**config.mk**
```make
export PLATFORM = sky130hd
export DESIGN_NAME = if_id_stage
export DESIGN_NICKNAME = d
export VERILOG_FILES = /design/src/rtl/if_id_stage_pkg.sv /design/src/rtl/if_id_stage_pc_reg.sv /design/src/rtl/if_id_stage.sv
export SDC_FILE = /design/constraint.sdc
export NUM_CORES = 1
export LEC_CHECK = 0
export ABC_AREA = 1
export BUFFER_PORTS_ARGS = -buffer_cell sky130_fd_sc_hd__buf_2
export CAP_MARGIN = 20
export CORE_MARGIN = 2
export CORE_UTILIZATION = 45
export DETAILED_ROUTE_END_ITERATION = 12
export HOLD_SLACK_MARGIN = 0.15
export PLACE_DENSITY = 0.8
export SLEW_MARGIN = 5
export SYNTH_ARGS = -nofsm -noshare
export SYNTH_HDL_FRONTEND = slang
export SYNTH_SLANG_ARGS = --single-unit
export TNS_END_PERCENT = 20
```
**constraint.sdc**
```tcl
create_clock -name clk -period 1.52 [get_ports clk]
set_input_delay 0.304 -clock clk [delete_from_list [all_inputs] [get_ports clk]]
set_output_delay 0.304 -clock clk [all_outputs]
set_load 0.02 [all_outputs]
```
**src/rtl/if_id_stage_pkg.sv**
```systemverilog
`default_nettype none
// ============================================================================
// Module      : if_id_stage_pkg
// Description : Constants shared by the fetch stage and the decode-side
//               pipeline registers (bubble encoding, PC step, reset PC).
// Revision    : 1.0  initial release
// ============================================================================
package if_id_stage_pkg;

  // All-zero word is sll $0,$0,0 -- every bubble in the pipe uses this.
  localparam logic [31:0] c_nop              = 32'h0000_0000;
  localparam int unsigned c_pc_step          = 4;
  localparam logic [31:0] c_reset_pc_default = 32'h0000_0000;

endpackage : if_id_stage_pkg
`default_nettype wire

```
**src/rtl/if_id_stage_pc_reg.sv**
```systemverilog
`default_nettype none
// ============================================================================
// Module      : if_id_stage_pc_reg
// Description : Program counter with synchronous reset, redirect load,
//               hold and +4 advance. Priority: reset > load > hold > advance.
// Ports       : clk, reset      - clock / sync active-high reset
//               i_load, i_target - redirect request and target (bits [1:0] dropped)
//               i_hold           - freeze PC this cycle
//               o_pc             - current PC (word aligned)
//               o_pc_plus4       - o_pc + 4, wraps modulo 2^PC_WIDTH
// Revision    : 1.0  initial release
// ============================================================================
module if_id_stage_pc_reg
  import if_id_stage_pkg::*;
#(
  parameter int                    PC_WIDTH = 32,
  parameter logic [PC_WIDTH-1:0]   RESET_PC = PC_WIDTH'(c_reset_pc_default)
) (
  input  logic                clk,
  input  logic                reset,
  input  logic                i_load,
  input  logic [PC_WIDTH-1:0] i_target,
  input  logic                i_hold,
  output logic [PC_WIDTH-1:0] o_pc,
  output logic [PC_WIDTH-1:0] o_pc_plus4
);

  // Low bits forced to zero so the PC can never become misaligned.
  localparam logic [PC_WIDTH-1:0] c_reset_pc_aligned = {RESET_PC[PC_WIDTH-1:2], 2'b00};

  logic [PC_WIDTH-1:0] r_pc;
  logic [PC_WIDTH-1:0] w_pc_plus4;
  logic                w_unused_target_lsbs;

  assign w_pc_plus4           = r_pc + PC_WIDTH'(c_pc_step);
  assign w_unused_target_lsbs = ^i_target[1:0];

  always_ff @(posedge clk) begin
    if (reset) begin
      r_pc <= c_reset_pc_aligned;
    end else if (i_load) begin
      r_pc <= {i_target[PC_WIDTH-1:2], 2'b00};
    end else if (!i_hold) begin
      r_pc <= w_pc_plus4;
    end
  end

  assign o_pc       = r_pc;
  assign o_pc_plus4 = w_pc_plus4;

endmodule : if_id_stage_pc_reg
`default_nettype wire

```
**src/rtl/if_id_stage.sv**
```systemverilog
`default_nettype none
// ============================================================================
// Module      : if_id_stage
// Description : Instruction fetch plus IF/ID pipeline register. Drives the
//               instruction-memory address from the PC, registers the fetched
//               word with its PC and PC+4, and counts stall/flush events.
// Ports       : clk, reset        - clock / sync active-high reset
//               stall             - hold PC and IF/ID this cycle
//               redirect_valid/pc - taken branch/jump from ID (wins over stall)
//               imem_addr/rdata   - instruction memory (combinational read)
//               id_instr/imm/pc/pc_plus4/valid - IF/ID contents for ID
//               stall_cnt/flush_cnt - saturating debug event counters
// Revision    : 1.0  initial release
// ============================================================================
module if_id_stage
  import if_id_stage_pkg::*;
#(
  parameter int                    PC_WIDTH  = 32,
  parameter logic [PC_WIDTH-1:0]   RESET_PC  = PC_WIDTH'(c_reset_pc_default),
  parameter int                    CNT_WIDTH = 16
) (
  input  logic                 clk,
  input  logic                 reset,
  input  logic                 stall,
  input  logic                 redirect_valid,
  input  logic [PC_WIDTH-1:0]  redirect_pc,
  output logic [PC_WIDTH-1:0]  imem_addr,
  input  logic [31:0]          imem_rdata,
  output logic [31:0]          id_instr,
  output logic [15:0]          id_imm,
  output logic [PC_WIDTH-1:0]  id_pc,
  output logic [PC_WIDTH-1:0]  id_pc_plus4,
  output logic                 id_valid,
  output logic [CNT_WIDTH-1:0] stall_cnt,
  output logic [CNT_WIDTH-1:0] flush_cnt
);

  localparam logic [CNT_WIDTH-1:0] c_cnt_max = '1;

  logic [PC_WIDTH-1:0]  w_pc;
  logic [PC_WIDTH-1:0]  w_pc_plus4;
  logic [31:0]          r_id_instr;
  logic [PC_WIDTH-1:0]  r_id_pc;
  logic [PC_WIDTH-1:0]  r_id_pc_plus4;
  logic                 r_id_valid;
  logic [CNT_WIDTH-1:0] r_stall_cnt;
  logic [CNT_WIDTH-1:0] r_flush_cnt;

  if_id_stage_pc_reg #(
    .PC_WIDTH (PC_WIDTH),
    .RESET_PC (RESET_PC)
  ) u_pc_reg (
    .clk        (clk),
    .reset      (reset),
    .i_load     (redirect_valid),
    .i_target   (redirect_pc),
    .i_hold     (stall),
    .o_pc       (w_pc),
    .o_pc_plus4 (w_pc_plus4)
  );

  // Address comes straight from the PC flop: no path from stall/redirect.
  assign imem_addr = w_pc;

  // IF/ID register. A redirect squashes the wrong-path fetch even when the
  // hazard unit is also stalling, since the stalled instruction is now dead.
  always_ff @(posedge clk) begin
    if (reset || redirect_valid) begin
      r_id_instr    <= c_nop;
      r_id_pc       <= '0;
      r_id_pc_plus4 <= '0;
      r_id_valid    <= 1'b0;
    end else if (!stall) begin
      r_id_instr    <= imem_rdata;
      r_id_pc       <= w_pc;
      r_id_pc_plus4 <= w_pc_plus4;
      r_id_valid    <= 1'b1;
    end
  end

  // Debug counters: a stall overridden by a redirect is not counted.
  always_ff @(posedge clk) begin
    if (reset) begin
      r_stall_cnt <= '0;
      r_flush_cnt <= '0;
    end else if (redirect_valid) begin
      if (r_flush_cnt != c_cnt_max) begin
        r_flush_cnt <= r_flush_cnt + 1'b1;
      end
    end else if (stall) begin
      if (r_stall_cnt != c_cnt_max) begin
        r_stall_cnt <= r_stall_cnt + 1'b1;
      end
    end
  end

  assign id_instr    = r_id_instr;
  assign id_imm      = r_id_instr[15:0];
  assign id_pc       = r_id_pc;
  assign id_pc_plus4 = r_id_pc_plus4;
  assign id_valid    = r_id_valid;
  assign stall_cnt   = r_stall_cnt;
  assign flush_cnt   = r_flush_cnt;

endmodule : if_id_stage
`default_nettype wire

```
---- After elaboration in Yosys (flattened, before gate mapping) ----
Cells that the tools add are included.
word-level totals
  register bits ........................... 161
  input bits .............................. 68
  output and inout bits ................... 177
  logic and storage cells ................. 21
cells by class
  $add $sub $neg .......................... 3
  equality and inequality tests ........... 3
  multiplexer cells ....................... 2
  bitwise gates (word level) .............. 1
  reduce and logical (&&, ||, !) cells .... 4
operator list
  kind                   count
  $mux 32                2
  $add 16x1->16 const B  2
  $add 32x3->32 const B  1
  $ne 16x16->1 const B   2
  $reduce_and 3->1       1
  $ne 2x1->1 const B     1
  $reduce_and 2->1       1
  $reduce_or 2->1        1
  $logic_or 1x1->1       1
  $not 1->1              1

---- Depth between registers and ports, before layout ----
  word-level depth ........................ 3
  depth in mapped cells ................... 10
  gate-level depth less buffers ........... 9

---- Modules after synthesis ----
Synthesis repeated with hierarchy kept, for this count alone.
unflattened totals
  cells, all modules ...................... 1111
  area total of the unflattened synthesis .. 7539.7 um^2
by module, submodules not included
  module              instances  cells an instance  area an instance (um^2)  sequential area each (um^2)
  if_id_stage         1          747                5297.6                   2582.5
  if_id_stage_pc_reg  1          364                2242.2                   600.6

---- Least setup slack after synthesis ----
OpenSTA, ideal clock, no wires.
  path kind ............................... reg2reg
  start point ............................. reg r_stall_cnt[0], in the netlist stall_cnt[0]
  end point ............................... reg r_stall_cnt[4], in the netlist stall_cnt[4]
  setup time .............................. 0.143 ns
  arrival time ............................ 1.548 ns
  data required time ...................... 1.377 ns
  path slack .............................. -0.171 ns
  cell stages (with the launch flop) ...... 10
  path buffers ............................ 1
  period minus slack after synthesis ...... 1.691 ns
  path through ............................ dfxtp_1 > ha_1 > nand2_2 > nor2_4 > nand2_2 > nor2_1 > nor2_2 > buf_2 > nand2_1 > a21oi_2
on the way
  word-level cells in the longest chain between the ends .. 2
  elaborated cells on any way between the ends .. 3
  classes of those cells .................. add/sub: 1; eq/ne: 1; reduce/logical: 1
RTL lines
  what                                                   RTL line           source
  start: declaration                                     if_id_stage.sv:46  logic [CNT_WIDTH-1:0] r_stall_cnt;
  start signal: assignment                               if_id_stage.sv:92  r_stall_cnt <= r_stall_cnt + 1'b1;
  branches (longest 2 deep; another with $add 16x1->16)  -
Parallel ways; which one is timed is not known.
A chain may end at the register's enable or synchronous reset.

---- Final worst setup path ----
  start point ............................. reg r_stall_cnt[1], in the netlist stall_cnt[1]
  end point ............................... reg r_stall_cnt[4], in the netlist stall_cnt[4]
Same word-level chain as after synthesis.

==> impl_metrics.tcl <==
set metrics [dict create \
    synth.area.top_cells "dfxtp_1 44%, nand2_1 20%, o21ai_0 4.3%" \
    cts_root_buf "clkbuf_16" \
    grt_max_degree 36 \
    crit_buf_inv 1 \
    overflow 0 \
    hold_class "input port to register" \
    end_kind "register" \
    drc 0 \
    synth_cell_types 32 \
    reg2reg_slack_ps 20 \
    hold_path_depth 5 \
    grt-busiest-layer "met2" \
    critPathSlowestCell "dfxtp_4" \
    wl_um 23000 \
    ys.flop_type "dfxtp_1" \
    cp-start-kind "register" \
    cts.sinks 155 \
    comb_power_share 0.111 \
    hold_viol_final 0 \
    reg2reg_to "stall_cnt[4]$_SDFFE_PP0P_" \
    r2r-start "stall_cnt[1]$_SDFFE_PP0P_" \
    r2r_cells 8 \
    syn_inst 997 \
    worstPathCellList "ha_4 > nand2_2 > nor2_4 > nand2_4 > o21bai_4 > buf_12 > nand2_1 > a21oi_2" \
    synth_warnings 0 \
    fin_cells 1520 \
    drtAntennaViolNets 0 \
    drive_gt1_frac 0.3308 \
    htreeDepth 4 \
    syn_area_um2 6989 \
    insertion_delay_ps 430 \
    synth-async-reset-ratio 0 \
    ys_top_cells_by_count "381 x nand2_1, 155 x dfxtp_1, 75 x nor2_1" \
    fin_crit_ps 1497 \
    p_sw_mw 2.440 \
    rows 45 \
    max_freq_mhz 667.8 \
    cellLeakagePower_nw 4.884 \
    worst-setup-path-type "register to register" \
    grt_usage 0.2697 \
    power.density_nw_per_um2 970.9 \
    die_h_um 128.6 \
    wire_per_inst_um 15.13 \
    layout.nets 1390 \
    netlist.area_leader.share 0.4440 \
    met3_usage 0.06320 \
    worstHoldEndpoint "u_pc_reg.o_pc[6]$_SDFFE_PP0N_" \
    viasPerCell 5.109 \
    area_growth_pct 43.22 \
    antenna_found_initial 0 \
    die_area_um2 16540 \
    p_int_mw 7.279 \
    io_buffers 236 \
    fin_crit_sh 0.9851 \
    cts_tree "built" \
    io_pins 245 \
    grt_pass1_vias 7078 \
    place_hpwl_um 15550 \
    clockBufferDepth 2 \
    final_max_slew_viol_count 0 \
    post-place-cells 1447 \
    critPathArrivalTime_ps 1850 \
    peakVddDrop_mv 0.8075 \
    p_sw_frac 0.2510 \
    place_congestion 0.9169 \
    core-area_um2 15200 \
    vias 7766 \
    fin_skew_ps 7.855 \
    start_util 0.4598 \
    dr.pass1.iters 5 \
    rsz0062_at_grt "true" \
    cts_buffers 17 \
    die_w_um 128.6 \
    clockPowerShare 0.448 \
    layout_setup_ws_ps 22.63 \
    critPathTopFamily "simple AND/OR/NAND/NOR gates" \
    grt_pass1_wl_um 35330 \
    status "completed" \
    maxCapViolations 0 \
    synth_edf_count 0 \
    clk_pin_slew_ps 60 \
    use_met2 0.4628 \
    required_ps 1870 \
    min_from "redirect_pc[6]" \
    yosysMostFrequentCell "nand2_1" \
    synth-seq-area-share 0.4440 \
    max_stage_delay_ps 380 \
    synth_top_cell_by_area "dfxtp_1" \
    drt-initial-drc-count 586 \
    synth.avg_cell_area_um2 7.010 \
    power_mw 9.719 \
    pwr-share-seq 0.441 \
    setup_viol 0 \
    met1_usage 0.3322 \
    place_ws_ps -87.36 \
    crit_path_max_fanout 8 \
    synth.ff_latch_count 155 \
]
[power by group through the flow]
stage	Combinational [mW]	Sequential, mW	Clock (mW)
after floorplan	0.390	4.51	0
final	1.08	4.29	4.35
after CTS	1.03	4.27	4.39
after global routing	1.17	4.30	4.57
after detailed placement	0.953	4.36	0
after global placement	0.945	4.35	0
[cell type report]
cell class / count / area [µm²]
Timing Repair Buffer: 353 / 2232
Multi-Input combinational cell: 717 / 3515
Tap cell: 188 / 235.2
Inverter: 74 / 285.3
Timing Repair inverter: 1 / 6.256
Sequential cell: 155 / 3133
Clock inverter: 10 / 140.1
Fill cell: 1309 / 5192
Clock buffer: 20 / 457.9
Antenna cell: 2 / 5.005
[worst reg2reg max path: stages (launching register included)]
cell and delay, ps:
dfxtp_4 380, ha_4 140, nand2_2 80, nor2_4 150, nand2_4 90, o21bai_4 200, buf_12 150, nand2_1 80
a21oi_2 170
[kinds of logic (layout without fill, tap and decap cells)]
group                    count (synthesis)  after routing  share of synthesized area
other                                    1              8                  0.0005365
XOR/XNOR                                17             17                    0.02130
buffers and inverters                  130            458                    0.08646
AO/OA/AOI/OAI                          145            145                     0.1237
AND/OR/NAND/NOR                        546            546                     0.3187
flip-flops                             155            155                     0.4440
adder cells (fa/ha/maj)                  3              3                   0.005371
[registers in the layout (all words and copies together) (netlist names)]
name and count:
id_instr 32, id_pc 30, id_pc_plus4 30, u_pc_reg.o_pc 30, flush_cnt 16, stall_cnt 16
id_valid 1
[worst max path at each step]
stage	start	endpoint	slack, ps	cells past startpoint
after floorplan	u_pc_reg.o_pc[3]$_SDFFE_PP0N_	id_pc_plus4[22]$_SDFFE_PP0N_	-20	8
after global placement	u_pc_reg.o_pc[3]$_SDFFE_PP0N_	id_pc_plus4[28]$_SDFFE_PP0N_	-70	8
after detailed placement	u_pc_reg.o_pc[3]$_SDFFE_PP0N_	u_pc_reg.o_pc[24]$_SDFFE_PP0N_	-90	8
after CTS	u_pc_reg.o_pc[3]$_SDFFE_PP0N_	u_pc_reg.o_pc[30]$_SDFFE_PP0N_	-10	9
after global routing	stall_cnt[1]$_SDFFE_PP0P_	stall_cnt[4]$_SDFFE_PP0P_	-60	8
final	stall_cnt[1]$_SDFFE_PP0P_	stall_cnt[4]$_SDFFE_PP0P_	20	8
[metrics by stage]
step / utilization / area (µm²) / hold slack [ps] / setup TNS (ps)
after CTS: 0.6379 / 9698 / 167.8 / -13.12
final: 0.6584 / 10010 / 181.4 / 0
after floorplan: - / 7022 / 429.7 / -139.7
after global routing: 0.6581 / 10000 / 199.9 / -367.1
after detailed placement: 0.5753 / 8746 / 435.6 / -778.4
after global placement: 0.5753 / 8746 / 434.2 / -402.3
[per-layer routing]
metal,routed length [µm],vias up
li1,-,3805
met1,9356,3584
met2,11420,335
met3,1668,42
met4,552,0
met5,0,-
[layout by cell type, fill, tap and decap left out, types with 4 or more instances in the layout]
master         instances
a21oi_1               29
a21oi_2               15
a22o_1                21
buf_12                 4
buf_2                236
buf_4                 73
buf_6                  6
clkbuf_16             19
conb_1                 6
dfxtp_1              135
dfxtp_2               18
dlygate4sd3_1         33
inv_1                 66
inv_2                  5
nand2_1              375
nand2_2                8
nand2_4                4
nand3_1               49
nand3_2                5
nand4_1               12
nor2_1                62
nor2_2                12
nor2_4                13
o21ai_0               60
o21ai_1               16
xnor2_1                4
xor2_1                13
[timing repair]
action | in CTS | in global routing
resized for setup | 7 | 70
setup endpoints to repair | 32 | 72
hold buffers | 33 | 0
gates cloned | 0 | 3
endpoints found under the hold margin | 33 | 0
pin swaps | 0 | 24
setup buffers | 0 | 5
No activity file was read; power rests on OpenSTA's default activity.
